--- config.mk ---
export PLATFORM = sky130hd
export DESIGN_NAME = dmem_lsu
export DESIGN_NICKNAME = d
export VERILOG_FILES = /design/src/rtl/dmem_lsu.sv
export SDC_FILE = /design/constraint.sdc
export NUM_CORES = 1
export LEC_CHECK = 0
export CORE_AREA = 3 3 125 127
export CTS_BUF_LIST = sky130_fd_sc_hd__clkbuf_16
export DETAILED_ROUTE_END_ITERATION = 6
export DIE_AREA = 0 0 128 130
export GPL_TIMING_DRIVEN = 0
export HOLD_SLACK_MARGIN = 0.08
export PLACE_DENSITY = 0.66
export RECOVER_POWER = 50
export SYNTH_ARGS = -nofsm -noshare
export SYNTH_HDL_FRONTEND = slang
export SYNTH_SLANG_ARGS = --single-unit
--- constraint.sdc ---
create_clock -name i_clk -period 4.1 [get_ports i_clk]
set_clock_uncertainty 0.15 [all_clocks]
set_input_delay 0.615 -clock i_clk [delete_from_list [all_inputs] [get_ports i_clk]]
set_output_delay 0.615 -clock i_clk [all_outputs]
set_load 0.005 [all_outputs]
--- src/rtl/dmem_lsu.sv ---
// Load/store unit: one word-aligned req/ack memory transaction per access,
// with load lane extraction/extension, store lane replication and error flagging.
module dmem_lsu #(
  parameter int unsigned TIMEOUT = 16
) (
  input  logic        i_clk,
  input  logic        i_rst,
  input  logic        i_lsu_req,
  input  logic        i_lsu_we,
  input  logic [2:0]  i_funct3,
  input  logic [31:0] i_addr,
  input  logic [31:0] i_store_data,
  output logic        o_lsu_busy,
  output logic        o_lsu_done,
  output logic        o_lsu_err,
  output logic [31:0] o_dmem_output,
  output logic        o_mem_req,
  output logic        o_mem_we,
  output logic [31:0] o_mem_addr,
  output logic [31:0] o_mem_wdata,
  output logic [3:0]  o_mem_wstrb,
  input  logic        i_mem_ack,
  input  logic [31:0] i_mem_rdata
);

  typedef enum logic [1:0] {
    S_IDLE = 2'd0,
    S_REQ  = 2'd1,
    S_DONE = 2'd2
  } state_t;

  localparam logic [7:0] CNT_LAST = 8'(TIMEOUT - 1);

  state_t      r_state;
  state_t      w_state_nxt;
  logic        r_we;
  logic [2:0]  r_f3;
  logic [1:0]  r_alo;
  logic [31:0] r_addr;
  logic [31:0] r_wdata;
  logic [3:0]  r_wstrb;
  logic [7:0]  r_cnt;
  logic [7:0]  w_cnt_nxt;
  logic        r_err;
  logic        w_err_nxt;
  logic [31:0] r_dout;
  logic        w_accept;
  logic        w_load_ok;

  function automatic logic f_legal(input logic we, input logic [2:0] f3, input logic [1:0] alo);
    logic ok;
    case (f3)
      3'b000:  ok = 1'b1;
      3'b001:  ok = ~alo[0];
      3'b010:  ok = (alo == 2'b00);
      3'b100:  ok = ~we;
      3'b101:  ok = ~we & ~alo[0];
      default: ok = 1'b0;
    endcase
    return ok;
  endfunction

  function automatic logic [31:0] f_wdata(input logic [2:0] f3, input logic [31:0] sd);
    logic [31:0] d;
    case (f3[1:0])
      2'b00:   d = {4{sd[7:0]}};
      2'b01:   d = {2{sd[15:0]}};
      default: d = sd;
    endcase
    return d;
  endfunction

  function automatic logic [3:0] f_wstrb(input logic [2:0] f3, input logic [1:0] alo);
    logic [3:0] s;
    case (f3[1:0])
      2'b00:   s = 4'b0001 << alo;
      2'b01:   s = alo[1] ? 4'b1100 : 4'b0011;
      default: s = 4'b1111;
    endcase
    return s;
  endfunction

  function automatic logic [31:0] f_extract(input logic [2:0] f3, input logic [1:0] alo,
                                            input logic [31:0] rd);
    logic [7:0]  b;
    logic [15:0] h;
    logic [31:0] v;
    b = rd[8*alo +: 8];
    h = rd[16*alo[1] +: 16];
    case (f3)
      3'b000:  v = {{24{b[7]}}, b};
      3'b001:  v = {{16{h[15]}}, h};
      3'b100:  v = {24'h000000, b};
      3'b101:  v = {16'h0000, h};
      default: v = rd;
    endcase
    return v;
  endfunction

  always_ff @(posedge i_clk) begin
    if (i_rst) begin
      r_state <= S_IDLE;
    end else begin
      r_state <= w_state_nxt;
    end
  end

  // Illegal accesses skip REQ entirely; the wait counter tracks REQ cycles without ack.
  always_comb begin
    w_state_nxt = r_state;
    w_accept    = 1'b0;
    w_load_ok   = 1'b0;
    w_err_nxt   = 1'b0;
    w_cnt_nxt   = r_cnt;
    case (r_state)
      S_IDLE: begin
        if (i_lsu_req) begin
          w_accept = 1'b1;
          if (f_legal(i_lsu_we, i_funct3, i_addr[1:0])) begin
            w_state_nxt = S_REQ;
            w_cnt_nxt   = 8'd0;
          end else begin
            w_state_nxt = S_DONE;
            w_err_nxt   = 1'b1;
          end
        end else begin
          w_state_nxt = S_IDLE;
        end
      end
      S_REQ: begin
        if (i_mem_ack) begin
          w_state_nxt = S_DONE;
          w_load_ok   = ~r_we;
        end else if (r_cnt == CNT_LAST) begin
          w_state_nxt = S_DONE;
          w_err_nxt   = 1'b1;
          w_cnt_nxt   = r_cnt + 8'd1;
        end else begin
          w_cnt_nxt   = r_cnt + 8'd1;
        end
      end
      S_DONE:  w_state_nxt = S_IDLE;
      default: w_state_nxt = S_IDLE;
    endcase
  end

  always_ff @(posedge i_clk) begin
    if (i_rst) begin
      r_we    <= 1'b0;
      r_f3    <= 3'b000;
      r_alo   <= 2'b00;
      r_addr  <= 32'h0000_0000;
      r_wdata <= 32'h0000_0000;
      r_wstrb <= 4'b0000;
      r_cnt   <= 8'd0;
      r_err   <= 1'b0;
      r_dout  <= 32'h0000_0000;
    end else begin
      if (w_accept) begin
        r_we    <= i_lsu_we;
        r_f3    <= i_funct3;
        r_alo   <= i_addr[1:0];
        r_addr  <= {i_addr[31:2], 2'b00};
        r_wdata <= f_wdata(i_funct3, i_store_data);
        r_wstrb <= i_lsu_we ? f_wstrb(i_funct3, i_addr[1:0]) : 4'b0000;
      end
      if (w_load_ok) begin
        r_dout <= f_extract(r_f3, r_alo, i_mem_rdata);
      end
      r_cnt <= w_cnt_nxt;
      r_err <= w_err_nxt;
    end
  end

  assign o_lsu_busy    = (r_state != S_IDLE);
  assign o_lsu_done    = (r_state == S_DONE);
  assign o_lsu_err     = r_err;
  assign o_dmem_output = r_dout;
  assign o_mem_req     = (r_state == S_REQ);
  assign o_mem_we      = r_we & (r_state == S_REQ);
  assign o_mem_addr    = r_addr;
  assign o_mem_wdata   = r_wdata;
  assign o_mem_wstrb   = r_wstrb;

endmodule

==> parameters.txt, run 1 <==
Parameter                              Value

Critical path
  Largest stage delay, worst path    0.55 ns
  Worst setup SP type    flip-flop
  Series of cell instances along the critical path    nor2b_1 > and2_1 > clkdlybuf4s50_1
  Number of buffers and inverters on the critical path    1
  Worst path required time    3.34 ns
  Data arrival time of the critical path    1.86 ns
  Family of cells with the greatest summed delay on the critical path    buffers and inverters
  Maximum fanout along the worst path    8
  CP Class    reg -> out
  Critical-path cell with the highest stage delay    sky130_fd_sc_hd__clkdlybuf4s50_1
  Worst reg-to-reg setup slack    2.18 ns
  Kind of end point of the critical path    output port

Layout
  Count of fill cells added during filler insertion    1,360
  Layout cell share with drive strength beyond 1    6.71%
  Core Util, Final    54.2%
  Net count reported at finish    957
  Final non-filler cell area    7880 um^2
  Synth-to-layout area growth    55.4%

Placed design
  HPWL Detailed    13.7 mm
  Number of port buffers    206
  Placer Congestion    0.918
  Placement-stage cell area    7370 um^2

Yosys
  EDFF count, synth    0
  Average cell area after synthesis    8.10 um^2
  Count of state elements after synthesis    115
  Mapped Area    5070 um^2
  Share of synthesized registers carrying an async set or reset    0%
  Number of different library cells in the post-synthesis netlist    44
  Post-synthesis sequential area ratio    45.4%
  Post-synth top flop    sky130_fd_sc_hd__dfxtp_1
  Total of warnings raised by yosys    0
  Cells after synthesis    626

Timing
  Worst rel slew slack    52.7%
  Number of max-slew violations in the final report    0
  Maximum operating frequency    380 MHz
  Final-layout setup total negative slack    0 ns
  Final worst hold slack    0.299 ns
  Min Clock Period, post-route    2.63 ns
  RSZ-0062 raised after global routing    false
  Slew at the pin closest to its max-slew limit    0.709 ns
  Final Hold Vio Count    0
  Setup violations, final    0
  Fraction of the cycle the final worst path needs    64.1%

Drt
  DRC marker count from the first detailed-route iteration    302
  Per-cell via count in the routed design    5.05
  Via count of the routed design    5,298
  Routed wire length per instance    17.0 um
  Antenna Violating Nets Remaining    0
  Count of TritonRoute iterations in the first routing pass    5
  Number of design rule violations left after detail routing    0
  Final WL    17.8 mm

Floorplan
  Horizontal die dimension    128 um
  I/O Pins    209
  Height of the die    130 um
  Initial core utilization    34.9%
  Full die area    16,600 um^2
  Area of the core    14,500 um^2
  Row count    44

Global routing
  Global-route wire length before repair    27.2 mm
  Initial antenna violation count    1
  Overflow left after global routing    0
  Via count of the first global-routing pass    5,061
  Pin count of the biggest net entering global routing    17
  Combined global-route utilization of all metal layers    21.0%

Clock tree
  Inserted Clock Buffers    17
  CTS Root Buffer Type    sky130_fd_sc_hd__clkbuf_16
  CTS tree    done
  Clock sinks    115
  Post-CTS resize count    0
  Max Root-Sink Buffers    2
  Hold-fix buffers, CTS    0
  Setup Buffers After CTS    0
  CTS H-tree lvls    4
  Clock insertion delay at the later pin of the skew report    0.41 ns
  Clock edge transition at the registers on the reported setup and hold paths    0.05 ns

Run
  Maximum Capacitance Violations    0

Power
  Tot Pwr    0.00301 W
  Power density normalized to cell area    382 nW/um^2
  Lkg Pwr    3.15 nW
  Max IR drop VDD    285 uV

Outcome
  Run status    finished clean

Worst hold path
  Worst min-delay path category    reg -> reg
==> registers in the layout, indices dropped and copies added (netlist names) <==
signal	flops
o_dmem_output	32
o_lsu_err	1
o_mem_addr	30
o_mem_wdata	32
o_mem_wstrb	4
r_alo	2
r_cnt	8
r_f3	3
r_state	2
r_we	1
==> area by class of cell <==
cell class                 count  area (um^2)  share of cell area (%)
tap                          184          230                    2.92
buffer                        52          235                    2.99
sequential                   115         2300                    29.2
clock inverter                14         83.8                    1.06
clock buffer                  17          425                    5.40
inverter                       5         18.8                   0.238
antenna                        1         2.50                  0.0318
multi-input combinational    455         2520                    31.9
timing repair buffer         206         2060                    26.2
==> layout by cell type (no fill, tap or decap), types with 11 or more instances in the layout <==
cell type,n
sky130_fd_sc_hd__nand2_1,154
sky130_fd_sc_hd__a311oi_1,15
sky130_fd_sc_hd__clkbuf_16,17
sky130_fd_sc_hd__a21oi_1,59
sky130_fd_sc_hd__o21ai_0,27
sky130_fd_sc_hd__clkbuf_1,25
sky130_fd_sc_hd__nand2b_1,11
sky130_fd_sc_hd__a211oi_1,33
sky130_fd_sc_hd__dfxtp_1,115
sky130_fd_sc_hd__dlygate4sd3_1,101
sky130_fd_sc_hd__clkdlybuf4s50_1,105
sky130_fd_sc_hd__buf_2,17
sky130_fd_sc_hd__mux2i_1,17
sky130_fd_sc_hd__nor2_1,61
==> cell usage after synthesis, types with 7 or more instances <==
library cell                 n  area (um^2)
sky130_fd_sc_hd__buf_2      18         90.1
sky130_fd_sc_hd__a211oi_1   33          248
sky130_fd_sc_hd__o32ai_1     7         61.3
sky130_fd_sc_hd__nor3b_1     8         60.1
sky130_fd_sc_hd__mux2i_1    17          170
sky130_fd_sc_hd__clkbuf_1   24         90.1
sky130_fd_sc_hd__o21ai_0    27          135
sky130_fd_sc_hd__nand3b_1    9         67.6
sky130_fd_sc_hd__a21oi_1    59          295
sky130_fd_sc_hd__dfxtp_1   115         2300
sky130_fd_sc_hd__nand2_1   154          578
sky130_fd_sc_hd__nor2_1     61          229
sky130_fd_sc_hd__nand2b_1   11         68.8
sky130_fd_sc_hd__o21a_1      7         52.6
sky130_fd_sc_hd__mux2_2      9          101
sky130_fd_sc_hd__a311oi_1   15          131
==> worst register-to-register path: stages (launching register included) <==
cell	delay (ns)
sky130_fd_sc_hd__dfxtp_1	0.30
sky130_fd_sc_hd__buf_2	0.19
sky130_fd_sc_hd__nor2_1	0.09
sky130_fd_sc_hd__nand2_1	0.10
sky130_fd_sc_hd__buf_2	0.26
sky130_fd_sc_hd__buf_1	0.47
sky130_fd_sc_hd__nand2_1	0.13
sky130_fd_sc_hd__a21oi_1	0.16
==> metrics by stage <==
| step | worst slack, ns | std cells |
|---|---|---|
| 2_1_floorplan | 2.35 | 627 |
| 3_3_place_gp | 1.30 | 1017 |
| 3_5_place_dp | 1.24 | 1017 |
| 4_1_cts | 1.48 | 1048 |
| 5_1_grt | 1.39 | 1049 |
| 6_report | 1.47 | 1049 |
==> per-layer routing <==
layer	part of all wire (%)	vias to the layer above	GRT usage [%]	wire length, um
li1	-	2617	-	-
met1	43	2483	26.7	7660
met2	48	178	34.4	8490
met3	7.5	20	5.98	1330
met4	1.7	0	7.18	303
met5	0	-	0	0
==> final timing paths <==
check,startpoint,end,cells past startpoint
setup / recovery,r_state[0],o_mem_we,3
hold / removal,o_mem_wdata[28],o_mem_wdata[28],2
setup reg to reg,r_state[1],o_mem_wdata[7],7
hold reg to reg,o_mem_wdata[28],o_mem_wdata[28],2
==> cell families (layout without fill, tap and decap cells) <==
| logic type | count (synthesis) | count (layout) | share of synthesized area, % |
|---|---|---|---|
| XOR/XNOR | 7 | 7 | 1.21 |
| multiplexers | 27 | 27 | 5.65 |
| flip-flops | 115 | 115 | 45.4 |
| adder cells (fa/ha/maj) | 1 | 1 | 0.247 |
| AO/OA/AOI/OAI | 158 | 158 | 20.1 |
| buffers and inverters | 57 | 294 | 5.03 |
| AND/OR/NAND/NOR | 260 | 260 | 22.3 |
| other | 1 | 3 | 0.0740 |
==> power breakdown <==
group / internal [W] / switching [W]
Clock: 0.000800 / 0.000475
Combinational: 0.000265 / 0.000250
Sequential: 0.00118 / 0.0000339
No activity file was read; power rests on OpenSTA's default activity.
==> run 2: changes to the inputs <==
==> constraint.sdc (replaced) <==
create_clock -name i_clk -period 2.5 [get_ports i_clk]
set_clock_uncertainty 0.15 [all_clocks]
set_input_delay 0.375 -clock i_clk [delete_from_list [all_inputs] [get_ports i_clk]]
set_output_delay 0.375 -clock i_clk [all_outputs]
set_load 0.005 [all_outputs]
==> results of run 2 <==
The final DEF is identical to that of run 1. Status: finished clean.
Main changes from that run: setup slack after placement 1.24 ns -> -0.125 ns; setup slack after layout 1.47 ns -> 0.112 ns; register-to-register setup slack 2.18 ns -> 0.58 ns; total power 0.00301 W -> 0.00493 W; worst IR drop on VDD 285 uV -> 467 uV
